===== config.mk =====
export PLATFORM = sky130hd
export DESIGN_NAME = demux_1_4_tdm
export DESIGN_NICKNAME = d
export VERILOG_FILES = /design/src/rtl/demux_1_4_tdm.sv
export SDC_FILE = /design/constraint.sdc
export NUM_CORES = 1
export LEC_CHECK = 0
export ABC_CLOCK_PERIOD_IN_PS = 3700
export BUFFER_PORTS_ARGS = -buffer_cell sky130_fd_sc_hd__buf_4
export CAP_MARGIN = 5
export CORE_MARGIN = 5
export CORE_UTILIZATION = 25
export CTS_CLUSTER_DIAMETER = 120
export DETAILED_ROUTE_END_ITERATION = 16
export GPL_TIMING_DRIVEN = 1
export PLACE_DENSITY = 0.5
export SLEW_MARGIN = 40
export SYNTH_ARGS = -nofsm -noshare
export SYNTH_HDL_FRONTEND = slang
export SYNTH_SLANG_ARGS = --single-unit

===== constraint.sdc =====
create_clock -name clk -period 3.7 [get_ports clk]
set_clock_uncertainty 0.05 [all_clocks]
set_input_delay 0.74 -clock clk [delete_from_list [all_inputs] [get_ports clk]]
set_output_delay 0.74 -clock clk [all_outputs]
set_load 0.005 [all_outputs]

===== src/rtl/demux_1_4_tdm.sv =====
// Framed 1:4 time-division demultiplexer: tracks slot position from a frame-sync
// marker and presents all four slots together on registered lanes once per frame.
module demux_1_4_tdm #(
    parameter int W = 1
) (
    input  logic         clk,
    input  logic         rst_n,
    input  logic         en,
    input  logic         fs,
    input  logic [W-1:0] din,
    output logic [W-1:0] y0,
    output logic [W-1:0] y1,
    output logic [W-1:0] y2,
    output logic [W-1:0] y3,
    output logic         frame_valid,
    output logic         locked,
    output logic         sync_err,
    output logic [1:0]   slot
);

    typedef enum logic {
        HUNT   = 1'b0,
        LOCKED = 1'b1
    } state_t;

    state_t       state;
    logic [W-1:0] s0;
    logic [W-1:0] s1;
    logic [W-1:0] s2;

    assign locked = (state == LOCKED);

    // NOTE: shadow registers are reset along with everything else so a partial
    // frame captured before reset can never leak into a later lane update.
    always_ff @(posedge clk or negedge rst_n) begin
        if (!rst_n) begin
            state       <= HUNT;
            slot        <= 2'd0;
            s0          <= '0;
            s1          <= '0;
            s2          <= '0;
            y0          <= '0;
            y1          <= '0;
            y2          <= '0;
            y3          <= '0;
            frame_valid <= 1'b0;
            sync_err    <= 1'b0;
        end else begin
            // NOTE: non-blocking assignments throughout; the pulse defaults below
            // are overridden by later assignments in the same edge.
            frame_valid <= 1'b0;
            sync_err    <= 1'b0;

            if (en) begin
                unique case (state)
                    HUNT: begin
                        if (fs) begin
                            s0    <= din;
                            slot  <= 2'd1;
                            state <= LOCKED;
                        end
                    end

                    LOCKED: begin
                        if (slot == 2'd0) begin
                            if (fs) begin
                                s0   <= din;
                                slot <= 2'd1;
                            end else begin
                                sync_err <= 1'b1;
                                slot     <= 2'd0;
                                state    <= HUNT;
                            end
                        end else if (fs) begin
                            // Early sync restarts the frame at this sample as slot 0.
                            sync_err <= 1'b1;
                            s0       <= din;
                            slot     <= 2'd1;
                        end else begin
                            unique case (slot)
                                2'd1: begin
                                    s1   <= din;
                                    slot <= 2'd2;
                                end
                                2'd2: begin
                                    s2   <= din;
                                    slot <= 2'd3;
                                end
                                default: begin
                                    y0          <= s0;
                                    y1          <= s1;
                                    y2          <= s2;
                                    y3          <= din;
                                    frame_valid <= 1'b1;
                                    slot        <= 2'd0;
                                end
                            endcase
                        end
                    end

                    default: begin
                        state <= HUNT;
                        slot  <= 2'd0;
                    end
                endcase
            end
        end
    end

endmodule

==> flow_metrics.tcl <==
set metrics [dict create \
    yosys_warnings 0 \
    ys_seq_elements 12 \
    gp_congestion 0.803 \
    postSynthAreaPerCell_um2 12.8 \
    grtUsageTotal_pct 7.39 \
    worst_pin_slew_ns 0.338 \
    setup_violations 0 \
    setup.worst_path.start_class "register" \
    cp_max_fo 10 \
    hold_viol 0 \
    crit_type "reg -> out" \
    dp_hpwl_um 881 \
    cp.arrival_ns 0.98 \
    wl_um 1080 \
    num_antenna_cells 0 \
    max_stage_delay_ns 0.54 \
    yosysSeqAreaShare_pct 51.1 \
    cts_sinks 12 \
    yosysMostFrequentCell "dfrtp_1" \
    clock_power_share_pct 16.2 \
    synth_flop_cell "dfrtp_1" \
    seqPwrFrac_pct 45.8 \
    path_buf_inv 1 \
    ctsResizeCount 0 \
    cap_violations 0 \
    setup_ws_ns 1.93 \
    drive_gt1_share_pct 43.3 \
    status "finished, final reports clean" \
    clk_path_buf_depth 2 \
    hold_buffers 0 \
    numPortBuffers 13 \
    synth_nets 56 \
    synthCells 46 \
    hp-class "in -> async" \
    initial_core_util_pct 26.3 \
    grt_pass1_wl_um 1860 \
    fmax_mhz 565 \
    required_ns 2.91 \
    avgRoutedWirePerCell_um 12.3 \
    p_per_area_mw_per_mm2 652 \
    seq_area_um2 300 \
    vias_per_cell 4.42 \
    route.detailed.drc 0 \
    cts_root_buf "clkbuf_4" \
    cts_buffers 3 \
    synth_edf_count 0 \
    period_minus_slack_ns 1.77 \
    p_int_uw 326 \
    cts_tree "done" \
    dpl_worst_slack_ns 1.84 \
    clkSlewWorstSetupHoldPaths_ns 0.07 \
    synth.area.top_cells "dfrtp_1 (51%), mux2_2 (13%), ha_1 (11%)" \
    die_x_um 58.5 \
    detail-route-antenna-nets 0 \
    core_region_area_mm2 0.00223 \
    row_count 17 \
    synth.top_cell.area_share_pct 51.1 \
    ioPinCount 14 \
    vdd_drop_max_v 0.000309 \
    vias 389 \
    mappedNetlistArea_um2 588 \
    synth_cell_types 16 \
    post-route-util_pct 32.3 \
    grt_max_degree 13 \
    rsz0062_at_grt "no" \
    nets 72 \
    placed_area_um2 698 \
    cp_top_family "flip-flops" \
    synth_top_area_cell "dfrtp_1" \
    relSlewSlack_pct 77.5 \
    dieArea_mm2 0.00342 \
    area_delta_synth_final_pct 22.6 \
    p_switching_uw 144 \
    fill_cells 232 \
    htreeDepth 1 \
    cts_setup_buffers 0 \
    async_reset_ff_share_pct 100 \
    overflow 0 \
    antenna_found_initial 0 \
    drt_pass1_iterations 2 \
    synth_common_cells "dfrtp_1 (12), mux2_2 (7), ha_1 (5)" \
    min_period_over_period_pct 47.8 \
    comb_power_share_pct 38.1 \
    critPathSlowestCell "dfrtp_1" \
    fp.dieH_um 58.5 \
    drt_iter0_markers 10 \
    grt_pass1_vias 388 \
    clk_latency_ns 0.26 \
    drv_slew 0 \
    finalSetupTns_ns 0 \
    design_area_um2 721 \
    cp-end-kind "primary output" \
    leakagePower_uw 0.000354 \
    p_sw_share_pct 30.6 \
    crit_chain "buf_4" \
    multi_input_area_um2 250 \
]
-- worst paths after layout --
check / startpoint / endpoint / slack [ns] / cells past startpoint
max in group asynchronous: rst_n / y1$_DFFE_PN0P_ / 3.19 / 1
min reg2reg: s2$_DFFE_PN0P_ / s2$_DFFE_PN0P_ / 0.46 / 1
max: locked$_DFFE_PN0P_ / locked / 1.93 / 1
min in group clk: s2$_DFFE_PN0P_ / s2$_DFFE_PN0P_ / 0.46 / 1
max reg2reg: slot[0]$_DFFE_PN0P_ / y1$_DFFE_PN0P_ / 2.01 / 6
min: rst_n / s0$_DFFE_PN0P_ / 0.25 / 1
-- metal layers --
layer	part of all wire [%]	GRT usage [%]	up-vias
li1	-	-	192
met1	50	10.9	186
met2	45	9.41	9
met3	3.9	2.19	2
met4	1.1	3.97	0
met5	0	0	-
-- sequential cells by signal (all words and copies together), names as in the netlist --
register     count
y1               1
locked           1
frame_valid      1
s0               1
y0               1
slot             2
y3               1
y2               1
s1               1
sync_err         1
s2               1
-- through the flow --
stage | hold slack [ns] | power [µW] | std cells
2_1_floorplan | 0.394 | 320 | 46
3_3_place_gp | 0.437 | 398 | 85
3_5_place_dp | 0.443 | 402 | 85
4_1_cts | 0.251 | 481 | 88
5_1_grt | 0.234 | 516 | 88
6_report | 0.250 | 470 | 88
-- area by class of cell --
cell class              instances  share of cell area (%)
repair buffers                 13                    13.5
multi-input cells              28                    34.7
well taps                      28                    4.86
clock buffers                   3                    3.13
flip-flops and latches         12                    41.7
inverters                       4                    2.08
-- power by group through the flow --
stage	Sequential (µW)	Combinational, µW	Clock, µW
global route	222	200	93.7
finish	215	179	76.0
global placement	217	181	0
detailed placement	219	183	0
floorplan	209	111	0
CTS	216	184	80.7
-- kinds of logic (layout without fill, tap and decap cells) --
group                    after synthesis  after routing  share of synthesized area [%]
adder cells (fa/ha/maj)                5              5                           10.6
AND/OR/NAND/NOR                        9              9                           11.7
buffers and inverters                  6             20                           6.38
AO/OA/AOI/OAI                          7              7                           6.81
flip-flops                            12             12                           51.1
multiplexers                           7              7                           13.4
-- placed cells by master (no fill, tap or decap), drive strengths merged --
cell type,instances
nand2,2
o21ai,1
nor4,1
nor3,1
and3,1
nand4b,1
ha,5
inv,4
mux2,7
nand4,2
clkbuf,3
a21oi,4
a22o,1
dfrtp,12
a31oi,1
or2,1
buf,13
No activity file was read; power rests on OpenSTA's default activity.
